**config.mk**
```make
export PLATFORM = sky130hd
export DESIGN_NAME = nibble_serial_adder
export DESIGN_NICKNAME = d
export VERILOG_FILES = /design/src/rtl/adder_pkg.sv /design/src/rtl/adder_slice4.sv /design/src/rtl/nibble_serial_adder.sv
export SDC_FILE = /design/constraint.sdc
export NUM_CORES = 1
export LEC_CHECK = 0
export CORE_AREA = 2 2 78 99
export CTS_CLUSTER_DIAMETER = 200
export DETAILED_ROUTE_END_ITERATION = 16
export DIE_AREA = 0 0 80 101
export DONT_BUFFER_PORTS = 1
export PLACE_DENSITY = 0.55
export SYNTH_ARGS = -nofsm -noshare
export SYNTH_HDL_FRONTEND = slang
export SYNTH_SLANG_ARGS = --single-unit
```
**constraint.sdc**
```tcl
create_clock -name Clock -period 2.8 [get_ports Clock]
set_clock_uncertainty 0.2 [all_clocks]
set_input_delay 0.28 -clock Clock [delete_from_list [all_inputs] [get_ports Clock]]
set_output_delay 0.28 -clock Clock [all_outputs]
set_load 0.005 [all_outputs]
```
**src/rtl/adder_pkg.sv**
```systemverilog
// Shared constants for the nibble-serial adder: state encoding and slice width.
// Latency: none (declarations only).
// Backpressure: not applicable.
package adder_pkg;

   localparam int NIBBLE_W = 4;

   typedef enum logic [1:0] {
      IDLE = 2'd0,
      RUN  = 2'd1,
      DONE = 2'd2
   } state_t;

endpackage

```
**src/rtl/adder_slice4.sv**
```systemverilog
// 4-bit ripple-carry slice built from single-bit full-adder cells.
// Latency: purely combinational.
// Backpressure: none; the sequencer decides when the slice result is used.
module full_adder (
   input  logic a,
   input  logic b,
   input  logic cin,
   output logic sum,
   output logic cout
);

   assign sum  = a ^ b ^ cin;
   assign cout = (a & b) | (cin & (a ^ b));

endmodule

module adder_slice4
   import adder_pkg::*;
(
   input  logic [NIBBLE_W-1:0] a,
   input  logic [NIBBLE_W-1:0] b,
   input  logic                cin,
   output logic [NIBBLE_W-1:0] sum,
   output logic                cout
);

   // carry chain: c[0] is the slice carry-in, c[NIBBLE_W] the carry-out
   logic [NIBBLE_W:0] c;

   assign c[0] = cin;

   for (genvar i = 0; i < NIBBLE_W; i++) begin : g_bit
      full_adder u_fa (
         .a    (a[i]),
         .b    (b[i]),
         .cin  (c[i]),
         .sum  (sum[i]),
         .cout (c[i+1])
      );
   end

   assign cout = c[NIBBLE_W];

endmodule

```
**src/rtl/nibble_serial_adder.sv**
```systemverilog
// WIDTH-bit adder that pushes one nibble per clock through a single 4-bit slice; SIGNED_OVERFLOW_EN adds an Overflow flag.
// Latency: OutValid rises WIDTH/4 cycles after the accept edge; one operation per WIDTH/4+2 cycles at best.
// Backpressure: InReady only in IDLE; the result is held in DONE until OutReady.
module nibble_serial_adder
   import adder_pkg::*;
#(
   parameter int WIDTH = 16
) (
   input  logic             Clock,
   input  logic             ResetN,
   input  logic [WIDTH-1:0] InputA,
   input  logic [WIDTH-1:0] InputB,
   input  logic             InputCarry,
   input  logic             InValid,
   output logic             InReady,
   output logic [WIDTH-1:0] Output,
   output logic             OutputCarry,
   output logic             OutValid,
   input  logic             OutReady
`ifdef SIGNED_OVERFLOW_EN
   ,
   output logic             Overflow
`endif
);

   localparam int NIBBLES = WIDTH / NIBBLE_W;
   localparam int CNT_W   = (NIBBLES > 1) ? $clog2(NIBBLES) : 1;
   localparam logic [CNT_W-1:0] LAST_CNT = CNT_W'(NIBBLES - 1);

   state_t              state;
   state_t              next_state;
   logic [WIDTH-1:0]    a_sh;
   logic [WIDTH-1:0]    b_sh;
   logic [WIDTH-1:0]    sum_next;
   logic                carry;
   logic [CNT_W-1:0]    cnt;
   logic [NIBBLE_W-1:0] slice_sum;
   logic                slice_cout;
   logic                last_nibble;

   // the single arithmetic slice always works on the low nibble of the shifters
   adder_slice4 u_slice (
      .a    (a_sh[NIBBLE_W-1:0]),
      .b    (b_sh[NIBBLE_W-1:0]),
      .cin  (carry),
      .sum  (slice_sum),
      .cout (slice_cout)
   );

   // new nibble enters at the top, so after NIBBLES shifts nibble 0 sits at the bottom
   if (NIBBLES == 1) begin : g_single
      assign sum_next = slice_sum;
   end else begin : g_multi
      assign sum_next = {slice_sum, Output[WIDTH-1:NIBBLE_W]};
   end

   assign last_nibble = (cnt == LAST_CNT);

   // handshake outputs decoded from registered state only
   assign InReady  = (state == IDLE);
   assign OutValid = (state == DONE);

   // state register
   always_ff @(posedge Clock or negedge ResetN) begin
      if (!ResetN) begin
         state <= IDLE;
      end else begin
         state <= next_state;
      end
   end

   // next-state decode
   always_comb begin
      next_state = state;
      case (state)
         IDLE:    if (InValid)     next_state = RUN;
         RUN:     if (last_nibble) next_state = DONE;
         DONE:    if (OutReady)    next_state = IDLE;
         default:                  next_state = IDLE;
      endcase
   end

   // operand capture, nibble shifting, carry chaining and result assembly
   always_ff @(posedge Clock or negedge ResetN) begin
      if (!ResetN) begin
         a_sh        <= '0;
         b_sh        <= '0;
         carry       <= 1'b0;
         cnt         <= '0;
         Output      <= '0;
         OutputCarry <= 1'b0;
      end else begin
         case (state)
            IDLE: begin
               if (InValid) begin
                  a_sh  <= InputA;
                  b_sh  <= InputB;
                  carry <= InputCarry;
                  cnt   <= '0;
               end
            end
            RUN: begin
               Output <= sum_next;
               a_sh   <= a_sh >> NIBBLE_W;
               b_sh   <= b_sh >> NIBBLE_W;
               carry  <= slice_cout;
               cnt    <= cnt + 1'b1;
               if (last_nibble) begin
                  OutputCarry <= slice_cout;
               end
            end
            default: begin
            end
         endcase
      end
   end

`ifdef SIGNED_OVERFLOW_EN
   logic a_msb;
   logic b_msb;

   // operand sign bits kept from accept; flag set with the final nibble, dropped on consume
   always_ff @(posedge Clock or negedge ResetN) begin
      if (!ResetN) begin
         a_msb    <= 1'b0;
         b_msb    <= 1'b0;
         Overflow <= 1'b0;
      end else begin
         if (state == IDLE && InValid) begin
            a_msb <= InputA[WIDTH-1];
            b_msb <= InputB[WIDTH-1];
         end
         if (state == RUN && last_nibble) begin
            Overflow <= (a_msb == b_msb) && (slice_sum[NIBBLE_W-1] != a_msb);
         end else if (state == DONE && OutReady) begin
            Overflow <= 1'b0;
         end
      end
   end
`endif

endmodule

```
==> results.py <==
metrics = {
    "sta": {
        "hold_slack_ns": 0.003545,
        "final-hold-violation-count": 0,
        "final.min_clock_period_ns": 2.318,
        "slew_violations": 0,
        "rsz0062_at_grt": "no",
        "tightest_slew_ns": 0.7700,
        "fin_crit_sh_pct": 82.79,
        "setup_viol": 0,
        "clock.fmax_mhz": 431.4,
        "tns_ns": 0,
        "slew_headroom_pct": 48.53,
    },
    "worst_setup_path": {
        "cp_common_cell": "fa_1",
        "worst_setup_path_end_kind": "flip-flop",
        "worstPathCellList": "inv_1 -> fa_1 -> inv_1 -> fa_1 -> fa_1 -> inv_1 -> fa_1 -> mux2i_1",
        "crit_slowest_cell": "fa_1",
        "worstPathArrival_ns": 2.35,
        "path_max_fanout": 2,
        "critPathRequiredTime_ns": 2.83,
        "crit_type": "reg -> reg",
        "worst_path_largest_cell_delay_ns": 0.40,
        "start_kind": "flip-flop",
    },
    "drt": {
        "avgRoutedWirePerCell_um": 17.18,
        "viasPerCell": 5.366,
        "dr.pass1.iters": 7,
        "drt-total-wl_mm": 5.635,
        "vias": 1760,
        "drt_iter0_drc": 100,
        "drc": 0,
        "ant_nets": 0,
    },
    "logic_synthesis": {
        "synth_area_mm2": 0.002644,
        "synth.distinct_cells": 27,
        "seq_area_frac_synth_pct": 51.11,
        "avgSynthCellArea_um2": 11.70,
        "synthCells": 226,
        "ys_warn_count": 0,
        "ys_seq_elements": 54,
        "syn_nets": 268,
    },
    "finish": {
        "n_antenna_cell": 0,
        "utilization_pct": 41.71,
        "nNetsFinal": 277,
        "area_delta_synth_final_pct": 13.30,
        "drive_gt1_share_pct": 13.98,
    },
    "grt": {
        "grt_max_degree": 55,
        "antenna_found_initial": 0,
        "grt_pass1_vias": 1807,
        "grt_pass1_wl_mm": 9.294,
        "gr-total-overflow": 0,
        "grt.total_usage_pct": 15.00,
    },
    "floorplan": {
        "ios": 56,
        "dieArea_mm2": 0.008080,
        "core_mm2": 0.007182,
        "die_h_um": 101,
        "core.rowCount": 35,
        "die_x_um": 80,
        "start_util_pct": 36.81,
    },
    "power_and_ir_drop": {
        "peakVddDrop_mv": 0.3589,
        "leakagePower_nw": 1.291,
        "power_density_mw_per_mm2": 1160,
    },
    "cts": {
        "htree_levels": 2,
        "clockRootBuffer": "clkbuf_8",
        "post-cts-setup-buffer-count": 0,
        "clk_pin_slew_ns": 0.10,
        "numCtsBuffers": 5,
        "cts_tree": "built",
        "cts_num_sinks": 54,
        "worstSkewPairLatency_ns": 0.32,
        "clk_path_buf_depth": 2,
        "cts-resized-gates": 0,
    },
    "flow_run": {
        "drv_cap": 0,
    },
    "placed_design": {
        "finalWeightedCongestion": 0.7711,
        "placement.io_buffers": 0,
        "dpl.hpwl_mm": 3.649,
    },
    "worst_hold_path": {
        "hp-class": "in -> reg",
    },
    "status": {
        "outcome": "complete, no violations",
    },
}
[stage by stage]
step	worst slack, ns	area (um^2)	std cells	power, mW
3_5_place_dp	0.4927	2675	304	2.845
2_1_floorplan	0.5997	2644	226	2.594
5_1_grt	0.3261	2995	328	3.772
6_report	0.4819	2995	328	3.476
4_1_cts	0.4709	2985	327	3.528
3_3_place_gp	0.5160	2675	304	2.796
[final timing paths]
path	start	end	slack [ns]	cells past startpoint
worst max-delay path	a_sh[0]	Output[15]	0.48	8
worst min-delay path	InputB[2]	b_sh[2]	0.004	2
worst max register to register	a_sh[0]	Output[15]	0.48	8
worst min register to register	b_sh[12]	b_sh[12]	0.30	1
max in group asynchronous	ResetN	a_sh[7]	1.86	2
min in group asynchronous	ResetN	Output[4]	0.31	2
[logic make-up (layout without fill, tap and decap cells)]
family / after synthesis / in the layout / synth area share [%]
AO/OA/AOI/OAI: 37 / 37 / 12.21
flip-flops: 54 / 54 / 51.11
buffers and inverters: 55 / 65 / 9.844
AND/OR/NAND/NOR: 57 / 57 / 15.81
multiplexers: 18 / 18 / 7.525
adder cells (fa/ha/maj): 5 / 5 / 3.502
[synthesized netlist by cell type (all sizes together)]
library cell,count,area share [%]
o21bai,1,0.71
a222oi,9,3.4
o21ai,1,0.19
ha,1,0.47
nor4b,16,5.3
mux2,15,6.4
nand2b,4,0.95
fa,4,3.0
a21oi,1,0.19
inv,35,5.0
nor2b,10,2.6
clkbuf,4,0.57
buf,16,4.3
nand2,4,0.57
a22o,1,0.33
mux2i,3,1.1
nor3b,16,4.5
or2,1,0.24
a32o,4,1.5
nor2,1,0.14
o221ai,4,1.3
dfrtp,54,51
a211oi,16,4.5
nand3b,5,1.4
[flip-flops by register name, summed over array words and instances, names as in the netlist]
name         count
cnt              2
a_sh            16
b_sh            16
carry            1
OutputCarry      1
Output          16
state            2
[what timing repair did]
item,in CTS,in global routing
endpoints found under the hold margin,67,1
hold buffers,15,1
setup endpoints to repair,0,0
[worst max-delay path: cells and delay by family, from the launching register on]
| family | cells | cell delay (ns) |
|---|---|---|
| fa+ha+maj | 4 | 1.33 |
| buf+inv | 3 | 0.23 |
| flops | 1 | 0.37 |
| mux | 1 | 0.12 |
[routing by layer]
layer / track usage, % / share of wire (%)
met2: 23.97 / 49
met3: 5.287 / 6.6
met5: 0 / 0
met1: 19.01 / 43
met4: 4.694 / 1.3
[where the power goes]
part           switching, mW  total, mW  internal [mW]
clock network          0.259      0.640          0.381
logic                  0.704       1.39          0.688
registers              0.273       1.44           1.17
total                   1.24       3.48           2.24
[final cells by class]
cell class              count  area (um^2)
inverters                  35        131.4
repair buffers             22        222.7
flip-flops and latches     54         1351
clock inverters             2        60.06
fillers                   720         4187
multi-input cells         117         1032
well taps                  92        115.1
clock buffers               6        82.58
[cells in the final DEF, fill, tap and decap left out]
cell and count:
ha_1 1, nor2b_1 9, buf_4 6, nor2_1 1
a22o_1 1, buf_16 1, or2_2 1, nor3b_1 16
a222oi_1 9, a32o_1 4, inv_1 35, nor4b_1 16
mux2_2 15, nor2b_4 1, nand2_1 4, dfrtp_1 54
a211oi_1 16, clkbuf_8 6, nand2b_1 4, fa_1 4
dlygate4sd3_1 15, o21ai_0 1, o221ai_1 4, bufinv_16 2
nand3b_1 5, o21bai_4 1, a21oi_1 1, mux2i_1 3
(Power assumes the default switching activity.)
